===== src/rtl/reg_wb_sched_if.sv =====
// Bundle of issue, writeback-request and register-file write signals for reg_wb_sched.
// slave is the scheduler's view; master is the decoder/execution side.
interface reg_wb_sched_if #(
    parameter int NREG = 16,
    parameter int AW   = 4,
    parameter int DW   = 8
);
    logic            issue_valid;
    logic            issue_has_dst;
    logic [AW-1:0]   issue_src0;
    logic [AW-1:0]   issue_src1;
    logic [AW-1:0]   issue_dst;
    logic            issue_ready;

    logic            alu_req;
    logic [AW-1:0]   alu_dst;
    logic [DW-1:0]   alu_data;
    logic            alu_gnt;

    logic            mem_req;
    logic [AW-1:0]   mem_dst;
    logic [DW-1:0]   mem_data;
    logic            mem_gnt;

    logic            rf_we;
    logic [AW-1:0]   rf_dst;
    logic [DW-1:0]   rf_data;

    logic [NREG-1:0] busy;
    logic [AW:0]     pending;
    logic            wb_err;

    modport slave (
        input  issue_valid, issue_has_dst, issue_src0, issue_src1, issue_dst,
        output issue_ready,
        input  alu_req, alu_dst, alu_data,
        output alu_gnt,
        input  mem_req, mem_dst, mem_data,
        output mem_gnt,
        output rf_we, rf_dst, rf_data,
        output busy, pending, wb_err
    );

    modport master (
        output issue_valid, issue_has_dst, issue_src0, issue_src1, issue_dst,
        input  issue_ready,
        output alu_req, alu_dst, alu_data,
        input  alu_gnt,
        output mem_req, mem_dst, mem_data,
        input  mem_gnt,
        input  rf_we, rf_dst, rf_data,
        input  busy, pending, wb_err
    );
endinterface


===== src/rtl/reg_wb_sched.sv =====
// Register scoreboard with RAW/WAW issue stall, ALU/MEM writeback arbitration
// and a single registered write stage feeding the register file.
module reg_wb_sched #(
    parameter int NREG       = 16,
    parameter int AW         = 4,
    parameter int DW         = 8,
    parameter int FIXED_PRIO = 0
) (
    input  logic              clk,
    input  logic              rst_n,
    reg_wb_sched_if.slave     bus
);

    logic [NREG-1:0] busy_reg;
    logic [NREG-1:0] busy_next;
    logic [NREG-1:0] set_vec;
    logic [NREG-1:0] clr_vec;
    logic [AW:0]     pending_reg;
    logic [AW:0]     pending_next;

    logic            rf_we_reg;
    logic [AW-1:0]   rf_dst_reg;
    logic [DW-1:0]   rf_data_reg;
    logic            wb_err_reg;
    logic            wb_err_next;

    // 1 = MEM wins the next contested cycle, 0 = ALU wins.
    logic            prefer_mem_reg;
    logic            prefer_mem_next;
    logic            prefer_mem;

    logic            src0_busy;
    logic            src1_busy;
    logic            dst_busy;
    logic            issue_ready_w;
    logic            issue_fire;

    logic            contested;
    logic            alu_gnt_w;
    logic            mem_gnt_w;
    logic            grant_w;
    logic [AW-1:0]   wb_dst_w;
    logic [DW-1:0]   wb_data_w;
    logic            wb_dst_idle;

    // Issue hazard check: both sources always, destination only when written.
    assign src0_busy     = busy_reg[bus.issue_src0];
    assign src1_busy     = busy_reg[bus.issue_src1];
    assign dst_busy      = busy_reg[bus.issue_dst];
    assign issue_ready_w = bus.issue_valid & ~src0_busy & ~src1_busy
                         & ~(bus.issue_has_dst & dst_busy);
    assign issue_fire    = issue_ready_w;

    // Fixed priority is round-robin with the pointer pinned to MEM.
    assign prefer_mem = (FIXED_PRIO != 0) ? 1'b1 : prefer_mem_reg;
    assign contested  = bus.alu_req & bus.mem_req;
    assign alu_gnt_w  = bus.alu_req & (~bus.mem_req | ~prefer_mem);
    assign mem_gnt_w  = bus.mem_req & (~bus.alu_req |  prefer_mem);
    assign grant_w    = alu_gnt_w | mem_gnt_w;

    assign prefer_mem_next = contested ? alu_gnt_w : prefer_mem_reg;

    assign wb_dst_w    = alu_gnt_w ? bus.alu_dst  : bus.mem_dst;
    assign wb_data_w   = alu_gnt_w ? bus.alu_data : bus.mem_data;
    assign wb_dst_idle = ~busy_reg[wb_dst_w];
    assign wb_err_next = wb_err_reg | (grant_w & wb_dst_idle);

    // Busy clears at the end of the cycle the register file is written, so
    // dependents stall until the new value is architecturally visible.
    generate
        for (genvar gi = 0; gi < NREG; gi++) begin : g_busy
            assign set_vec[gi]   = issue_fire & bus.issue_has_dst
                                 & (bus.issue_dst == AW'(gi));
            assign clr_vec[gi]   = rf_we_reg & (rf_dst_reg == AW'(gi));
            assign busy_next[gi] = set_vec[gi] | (busy_reg[gi] & ~clr_vec[gi]);
        end
    endgenerate

    always_comb begin
        pending_next = '0;
        for (int i = 0; i < NREG; i++) begin
            pending_next = pending_next + (AW+1)'(busy_next[i]);
        end
    end

    always_ff @(posedge clk) begin
        if (!rst_n) begin
            busy_reg       <= '0;
            pending_reg    <= '0;
            rf_we_reg      <= 1'b0;
            rf_dst_reg     <= '0;
            rf_data_reg    <= '0;
            wb_err_reg     <= 1'b0;
            prefer_mem_reg <= 1'b0;
        end else begin
            busy_reg       <= busy_next;
            pending_reg    <= pending_next;
            rf_we_reg      <= grant_w;
            wb_err_reg     <= wb_err_next;
            prefer_mem_reg <= prefer_mem_next;
            if (grant_w) begin
                rf_dst_reg  <= wb_dst_w;
                rf_data_reg <= wb_data_w;
            end
        end
    end

    assign bus.issue_ready = issue_ready_w;
    assign bus.alu_gnt     = alu_gnt_w;
    assign bus.mem_gnt     = mem_gnt_w;
    assign bus.rf_we       = rf_we_reg;
    assign bus.rf_dst      = rf_dst_reg;
    assign bus.rf_data     = rf_data_reg;
    assign bus.busy        = busy_reg;
    assign bus.pending     = pending_reg;
    assign bus.wb_err      = wb_err_reg;

endmodule


===== src/flat_wrapper.sv =====
// flat-port wrapper written by rule: the top's interface ports become plain ports
module reg_wb_sched_flat 
#(
    parameter int NREG       = 16,
    parameter int AW         = 4,
    parameter int DW         = 8,
    parameter int FIXED_PRIO = 0
)
  (clk, rst_n, bus_issue_valid, bus_issue_has_dst, bus_issue_src0, bus_issue_src1, bus_issue_dst, bus_issue_ready, bus_alu_req, bus_alu_dst, bus_alu_data, bus_alu_gnt, bus_mem_req, bus_mem_dst, bus_mem_data, bus_mem_gnt, bus_rf_we, bus_rf_dst, bus_rf_data, bus_busy, bus_pending, bus_wb_err);
  reg_wb_sched_if #(.NREG(NREG), .AW(AW), .DW(DW)) bus_i ();
  input  logic clk;
  input  logic rst_n;
  input wire logic [$bits(bus_i.issue_valid)-1:0] bus_issue_valid;
  input wire logic [$bits(bus_i.issue_has_dst)-1:0] bus_issue_has_dst;
  input wire logic [$bits(bus_i.issue_src0)-1:0] bus_issue_src0;
  input wire logic [$bits(bus_i.issue_src1)-1:0] bus_issue_src1;
  input wire logic [$bits(bus_i.issue_dst)-1:0] bus_issue_dst;
  output wire logic [$bits(bus_i.issue_ready)-1:0] bus_issue_ready;
  input wire logic [$bits(bus_i.alu_req)-1:0] bus_alu_req;
  input wire logic [$bits(bus_i.alu_dst)-1:0] bus_alu_dst;
  input wire logic [$bits(bus_i.alu_data)-1:0] bus_alu_data;
  output wire logic [$bits(bus_i.alu_gnt)-1:0] bus_alu_gnt;
  input wire logic [$bits(bus_i.mem_req)-1:0] bus_mem_req;
  input wire logic [$bits(bus_i.mem_dst)-1:0] bus_mem_dst;
  input wire logic [$bits(bus_i.mem_data)-1:0] bus_mem_data;
  output wire logic [$bits(bus_i.mem_gnt)-1:0] bus_mem_gnt;
  output wire logic [$bits(bus_i.rf_we)-1:0] bus_rf_we;
  output wire logic [$bits(bus_i.rf_dst)-1:0] bus_rf_dst;
  output wire logic [$bits(bus_i.rf_data)-1:0] bus_rf_data;
  output wire logic [$bits(bus_i.busy)-1:0] bus_busy;
  output wire logic [$bits(bus_i.pending)-1:0] bus_pending;
  output wire logic [$bits(bus_i.wb_err)-1:0] bus_wb_err;
  assign bus_i.issue_valid = bus_issue_valid;
  assign bus_i.issue_has_dst = bus_issue_has_dst;
  assign bus_i.issue_src0 = bus_issue_src0;
  assign bus_i.issue_src1 = bus_issue_src1;
  assign bus_i.issue_dst = bus_issue_dst;
  assign bus_issue_ready = bus_i.issue_ready;
  assign bus_i.alu_req = bus_alu_req;
  assign bus_i.alu_dst = bus_alu_dst;
  assign bus_i.alu_data = bus_alu_data;
  assign bus_alu_gnt = bus_i.alu_gnt;
  assign bus_i.mem_req = bus_mem_req;
  assign bus_i.mem_dst = bus_mem_dst;
  assign bus_i.mem_data = bus_mem_data;
  assign bus_mem_gnt = bus_i.mem_gnt;
  assign bus_rf_we = bus_i.rf_we;
  assign bus_rf_dst = bus_i.rf_dst;
  assign bus_rf_data = bus_i.rf_data;
  assign bus_busy = bus_i.busy;
  assign bus_pending = bus_i.pending;
  assign bus_wb_err = bus_i.wb_err;
  reg_wb_sched #(.NREG(NREG), .AW(AW), .DW(DW), .FIXED_PRIO(FIXED_PRIO)) u_core (.clk(clk), .rst_n(rst_n), .bus(bus_i));
endmodule

===== config.mk =====
export PLATFORM = sky130hd
export DESIGN_NAME = reg_wb_sched_flat
export DESIGN_NICKNAME = d
export VERILOG_FILES = /design/src/rtl/reg_wb_sched_if.sv /design/src/rtl/reg_wb_sched.sv /design/src/flat_wrapper.sv
export SDC_FILE = /design/constraint.sdc
export NUM_CORES = 1
export LEC_CHECK = 0
export CORE_MARGIN = 1
export CORE_UTILIZATION = 30
export CTS_CLUSTER_SIZE = 20
export DETAILED_ROUTE_END_ITERATION = 10
export PLACE_DENSITY = 0.66
export SYNTH_ARGS = -nofsm -noshare
export SYNTH_HDL_FRONTEND = slang
export SYNTH_SLANG_ARGS = --single-unit
export TNS_END_PERCENT = 50

===== constraint.sdc =====
create_clock -name clk -period 18.2 [get_ports clk]
set_clock_uncertainty 0.1 [all_clocks]
set_input_delay 2.73 -clock clk [delete_from_list [all_inputs] [get_ports clk]]
set_output_delay 2.73 -clock clk [all_outputs]
set_load 0.02 [all_outputs]

==> summary.md, run 1 <==
| Metric | Value |
|---|---|
| Status | `finished with violations` |
| Failing checks | `design-rule violations` |
| Worst slew pin tran | `between 900 and 1000 ps` |
| Pwr dens | `57.6 nW/um^2` |
| Core Area | `roughly 9000 sq um` |
| Final Hold Fails | `0` |
| Worst setup path endpoint | `bus_issue_ready` |
| CTS max path bufs | `2` |
| Final TNS setup | `0 ps` |
| Crit path max-delay family | `buffers and inverters` |
| Synth cell types | `48` |
| CTS tree | `done` |
| Post-DR vias/cell | `5.53` |
| Post-CTS Setup Inserts | `0` |
| Worst setup SP type | `primary input` |
| # nets final | `414` |
| GRT overflow | `0` |
| CP Data Required Time | `between 15,000 and 20,000 ps` |
| Max reg flops | `16` |
| Placer Congestion | `0.873` |
| Clk_lat worst skew | `~300 ps` |
| Max IR drop VDD | `0.0000371 V` |
| Crit path from | `bus_issue_dst[0]` |
| Clock transition at the registers of the reported paths | `70 ps` |
| Number of fill cells | `839` |
| Crit-path cells | `clkdlybuf4s50_1, mux4_2, nand2b_1, nand3_1, a31oi_1, clkdlybuf4s50_1` |
| Leak | `roughly 0.0015 uW` |
| Syn Std Cell Area | `2750 sq um` |
| Post-CTS sizing | `0` |
| Period utilization | `between 40 and 50%` |
| Initial drt markers | `220` |
| R2R cell count | `17` |
| Final slew viol count | `0` |
| WL final | `8220 microns` |
| Vias in the first global route | `2,582` |
| Share of layout cells above drive strength 1 | `about an eighth` |
| Post-synth top area cell | `dfxtp_1` |
| Worst path depth | `6` |
| Remaining antenna violation count | `0` |
| Register area share after synthesis | `roughly a quarter` |
| Unrepaired setup endpoints after global routing | `no` |
| Initial Utilization | `around 31%` |
| Crit end category | `output pin` |
| Overall Global Routing Usage | `17.8%` |
| Syn nets | `342` |
| Maximum clock frequency | `112 MHz` |
| Placed instance count | `458` |
| EDFF count, synth | `0` |
| Antenna violations before repair | `0` |
| Reg2Reg Setup Slack | `about 12,000 ps` |
| Ys Warns | `0` |
| Largest stage delay on the critical path | `1090 ps` |
| Largest net degree at the start of global routing | `31` |
| Sequential cell area | `721 sq um` |
| Commonest non-fill, non-tap cell in the layout | `clkdlybuf4s50_1` |
| Router iterations before antenna repair | `8` |
| Die width | `97.8 microns` |
| # IOs | `80` |
| Crit-path slowest cell | `clkdlybuf4s50_1` |
| H-tree Lvls | `2` |
| Most frequent cells in the layout | `79 x clkdlybuf4s50_1, 36 x dfxtp_1, 32 x o21ai_0` |
| # hold bufs at CTS | `0` |
| Die area | `9560 sq um` |
| DR vias | `2,578` |
| Top_reg_cell synth | `dfxtp_1` |
| First-pass GRT wire length | `13,500 microns` |
| Post-synth top area share | `a little over a quarter` |
| Antenna Cells | `0` |
| Final Setup Violations | `0` |
| Die height | `97.8 microns` |
| Multi-input logic area | `1910 sq um` |
| CTS Buf Count | `5` |
| RR Endpoint | `u_core.bus.pending[1]` |
| Maxcap violations | `0` |
| Dominant cells by area after synthesis | `dfxtp_1 26%, mux2i_1 8.7%, mux4_2 8.2%` |
| Site Rows | `34` |
| IO Port Bufs | `79` |
| Avg Inst Size Synth | `9.65 sq um` |
| Ys async rst share | `0%` |
| WP buf/inv | `2` |
| Layout Cells excl Fill | `466` |
| Remaining DRCs | `12` |
| Count of state elements after synthesis | `36` |
| Clock root cell | `clkbuf_8` |
| Area Growth Syn to Fin | `36.3%` |
| Worst slew margin | `35.9%` |
| CTS Sinks | `36` |
| Mapped Cells | `between 200 and 300` |
| WHS Path Cells | `2` |
| WS Path Type | `primary input to output pin` |
| Hold Path Class | `register to register` |
| Worst r2r src | `u_core.bus.busy[15]` |
| Critical Path AT | `6060 ps` |
| Crit path top cell by count | `clkdlybuf4s50_1` |
| HPWL Detailed | `6120 microns` |
| Fin crit period | `8890 ps` |
| Drt wl/cell | `17.6 microns` |
| CP Max Fanout | `20` |
-- per-layer routing --
layer  share of wire (%)  GRT usage [%]
met5                   0              0
met4                 1.9           6.29
met2                  47           29.1
met1                  44           24.3
met3                 7.3           2.29
-- how the worst min path moves through the flow --
| stage | start | end | slack (ps) |
|---|---|---|---|
| 3_5_place_dp | u_core.bus.rf_data[4] | u_core.bus.rf_data[4] | 340 |
| 3_3_place_gp | u_core.bus.rf_data[0] | u_core.bus.rf_data[0] | 340 |
| 4_1_cts | u_core.bus.rf_data[4] | u_core.bus.rf_data[4] | 360 |
| 5_1_grt | u_core.bus.rf_data[4] | u_core.bus.rf_data[4] | 380 |
| 2_1_floorplan | u_core.bus.rf_data[7] | u_core.bus.rf_data[7] | 440 |
| 6_report | u_core.bus.rf_data[4] | u_core.bus.rf_data[4] | 350 |
-- cell usage after synthesis, types with 3 or more instances --
cell / n
o41ai_2: 13
inv_1: 13
a21oi_1: 8
o21ai_0: 32
nand3_1: 5
o211ai_1: 5
nand2_1: 23
mux2_2: 5
buf_2: 3
or3_1: 9
mux4_2: 10
mux2i_1: 24
nand2b_1: 5
nor3b_1: 3
o22ai_1: 10
and2_1: 5
o31ai_1: 4
clkbuf_1: 12
fa_1: 10
nor2b_1: 4
nand3b_1: 4
nor2_1: 4
dfxtp_1: 36
ha_1: 5
-- cell type report --
| cell class | count | share of cell area, % |
|---|---|---|
| repair buffers | 83 | 21.9 |
| flip-flops and latches | 36 | 19.2 |
| clock buffers | 5 | 1.83 |
| inverters | 14 | 1.40 |
| clock inverters | 3 | 1.23 |
| well taps | 108 | 3.60 |
| multi-input cells | 217 | 50.8 |
-- through the flow --
step                power, uW  hold slack, ps  worst slack (ps)  cell area (sq um)  utilization (%)
finish                    216             355              9310               3750             42.6
global route              227             382              9060               3750             42.6
CTS                       218             359              9310               3750             42.6
detailed placement        144             342              9040               3640             41.3
global placement          143             339              9130               3640             41.3
floorplan                 119             435             10030               2750                -
-- cell families (layout without fill, tap and decap cells) --
| logic type | count (synthesis) | in the layout | synth area share (%) |
|---|---|---|---|
| fa+ha+maj | 15 | 15 | 9.55 |
| compound gates | 91 | 91 | 26.1 |
| simple gates | 70 | 70 | 13.9 |
| buf+inv | 32 | 105 | 4.64 |
| flops | 36 | 36 | 26.2 |
| xor+xnor | 2 | 2 | 0.637 |
| mux | 39 | 39 | 19.0 |
-- tightest hold or removal path, cell delays in order, from the launching register on --
cell and delay, ps:
dfxtp_1 330, nand2_1 40, o21ai_0 60
-- power breakdown --
| part | internal (uW) | switching, uW | total [uW] |
|---|---|---|---|
| sequential | 82.7 | 3.36 | 86.0 |
| combinational | 26.8 | 29.5 | 56.3 |
| clock | 41.3 | 32.5 | 73.8 |
| total | 151 | 65.4 | 216 |
Power figures use the tool's default switching activity.
==> run 2, diff against run 1 <==
==> constraint.sdc (replaced) <==
create_clock -name clk -period 8.95 [get_ports clk]
set_clock_uncertainty 0.1 [all_clocks]
set_input_delay 1.3425 -clock clk [delete_from_list [all_inputs] [get_ports clk]]
set_output_delay 1.3425 -clock clk [all_outputs]
set_load 0.02 [all_outputs]
==> summary.md, run 2 (same netlist as run 1, synthesis figures left out) <==
| Metric | Value |
|---|---|
| Die area | `9560 sq um (unchanged)` |
| Sequential cell area | `721 sq um (unchanged)` |
| Post-CTS sizing | `0 (unchanged)` |
| Initial Utilization | `31.2% (unchanged)` |
| Failing checks | `design-rule violations` |
| Maxcap violations | `0 (unchanged)` |
| Critical Path AT | `7390 ps (+1330 ps)` |
| Clock transition at the registers of the reported paths | `80 ps (about the same)` |
| Drt wl/cell | `17.9 microns (+1.4%)` |
| Remaining DRCs | `12 (unchanged)` |
| Post-route cell area | `3740 sq um (-0.40%)` |
| Final Setup Violations | `0 (unchanged)` |
| # nets final | `415 (+0.24%)` |
| HPWL Detailed | `6140 microns (+0.27%)` |
| Antenna violations before repair | `0 (unchanged)` |
| Final TNS setup | `0 ps (unchanged)` |
| DR vias | `2,608 (+1.2%)` |
| Largest stage delay on the critical path | `650 ps (-440 ps)` |
| Worst r2r src | `u_core.bus.busy[15]` |
| Max IR drop VDD | `0.0000573 V (+55%)` |
| Crit-path cells | `clkdlybuf4s50_1, mux4_2, mux2_2, a2111oi_4, nand2_1, buf_4, o41ai_2, ha_1, fa_1, fa_1, fa_1, inv_1, fa_1, inv_1, fa_1, inv_1, fa_1, nor2b_1` |
| Site Rows | `34 (unchanged)` |
| Number of fill cells | `862 (+2.7%)` |
| End of the worst hold path | `u_core.bus.rf_data[5]` |
| Fin Hold WS | `360 ps (+4.79 ps)` |
| Commonest non-fill, non-tap cell in the layout | `clkdlybuf4s50_1` |
| Die height | `97.8 microns (unchanged)` |
| Die width | `97.8 microns (unchanged)` |
| R2R cell count | `17 (unchanged)` |
| Placer Congestion | `0.853 (-2.4%)` |
| Maximum clock frequency | `approximately 140 MHz` |
| Largest net degree at the start of global routing | `31 (unchanged)` |
| Post-CTS Setup Inserts | `0 (unchanged)` |
| CTS Buf Count | `5 (unchanged)` |
| H-tree Lvls | `2 (unchanged)` |
| CP Data Required Time | `9090 ps (-6280 ps)` |
| GRT overflow | `0 (unchanged)` |
| RR Endpoint | `u_core.bus.pending[1]` |
| Unrepaired setup endpoints after global routing | `no` |
| CTS tree | `done` |
| Final slew viol count | `0 (unchanged)` |
| CP Max Fanout | `30 (+50%)` |
| Area Growth Syn to Fin | `35.8%` |
| Most frequent cells in the layout | `79 x clkdlybuf4s50_1, 36 x dfxtp_1, 32 x o21ai_0` |
| IO Port Bufs | `79 (unchanged)` |
| Crit end category | `register` |
| Router iterations before antenna repair | `10 (+2)` |
| Hold Path Class | `register to register` |
| First-pass GRT wire length | `13,600 microns (+0.51%)` |
| Hold Path Origin | `u_core.bus.rf_data[5]` |
| Initial drt markers | `206 (-6.4%)` |
| WL final | `8350 microns (+1.6%)` |
| Multi-input logic area | `1910 sq um (unchanged)` |
| Crit path max-delay family | `adder cells` |
| Worst slew margin | `34.0% (-2.0 points)` |
| Clk_lat worst skew | `300 ps (about the same)` |
| WP buf/inv | `5 (+3)` |
| CTS max path bufs | `2 (unchanged)` |
| Post-DR vias/cell | `5.58 (+0.95%)` |
| Max reg flops | `16 (unchanged)` |
| Crit-path slowest cell | `clkdlybuf4s50_1` |
| Vias in the first global route | `2,581 (-0.039%)` |
| CTS Sinks | `36 (unchanged)` |
| Pwr dens | `111 nW/um^2 (+92%)` |
| Crit path top cell by count | `fa_1` |
| Worst slew pin tran | `963 ps (+28.6 ps)` |
| # hold bufs at CTS | `0 (unchanged)` |
| Dpl cell area | `3640 sq um (+0.21%)` |
| Share of layout cells above drive strength 1 | `12.8% (+0.24 points)` |
| WHS Path Cells | `2 (unchanged)` |
| Clock root cell | `clkbuf_8` |
| Final Hold Fails | `0 (unchanged)` |
| Status | `finished with violations` |
| WS Path Type | `primary input to register` |
| # IOs | `80 (unchanged)` |
| Reg2Reg Setup Slack | `3040 ps (-9260 ps)` |
| Fin crit period | `7260 ps` |
| Core Area | `8810 sq um (unchanged)` |
| Period utilization | `81.1%` |
| Remaining antenna violation count | `0 (unchanged)` |
| Worst setup SP type | `primary input` |
| Antenna Cells | `0 (unchanged)` |
| Leak | `0.00145 uW (-0.66%)` |
| Overall Global Routing Usage | `17.8% (-0.043 points)` |
## run 2: cell types whose count changed in the layout (fill, tap and decap cells not counted), sizes merged
| cell | previous run | this run |
|---|---|---|
| buf | 4 | 5 |
| bufinv | 1 | 0 |
| clkinv | 1 | 2 |
| clkinvlp | 1 | 2 |
| inv | 14 | 13 |
## run 2: worst max path at each step
stage,from,end,cells past startpoint
floorplan,bus_issue_src1[0],u_core.bus.pending[3],19
global placement,bus_issue_src1[0],u_core.bus.pending[3],19
detailed placement,bus_issue_src1[0],u_core.bus.pending[1],18
CTS,bus_issue_src1[0],u_core.bus.pending[1],18
global route,bus_issue_src1[0],u_core.bus.pending[3],19
finish,bus_issue_src1[0],u_core.bus.pending[1],18
## run 2: cell type report
cell class	count	share of cell area, %
Inverter	14	1.41
Sequential cell	36	19.3
Clock buffer	5	1.84
Tap cell	108	3.62
Clock inverter	3	0.636
Timing Repair Buffer	84	22.2
Multi-Input combinational cell	217	51.0
## run 2: worst min-delay path: cells and delay by family, from the launching register on
kind | cells | cell delay (ps)
and+or+nand+nor | 1 | 40
DFF | 1 | 330
AOI/OAI and AO/OA | 1 | 60
## run 2: per-stage QoR
| step | utilization, % | setup slack (ps) | power [uW] | std cells |
|---|---|---|---|---|
| 3_3_place_gp | 41.4 | 1490 | 293 | 459 |
| 6_report | 42.4 | 1690 | 413 | 467 |
| 2_1_floorplan | - | 2170 | 241 | 285 |
| 4_1_cts | 42.4 | 1670 | 416 | 467 |
| 5_1_grt | 42.4 | 1400 | 432 | 467 |
| 3_5_place_dp | 41.4 | 1380 | 294 | 459 |
## run 2: layer usage
layer,vias up,part of all wire [%],track usage [%]
met4,0,0.93,3.96
li1,1228,-,-
met1,1268,46,25.0
met2,105,47,29.4
met3,7,5.9,2.15
met5,-,0,0
## run 2: power breakdown
part | internal [uW] | total [uW] | switching, uW
Clock | 55.2 | 123 | 67.4
Combinational | 54.7 | 115 | 60.6
Sequential | 168 | 175 | 6.94
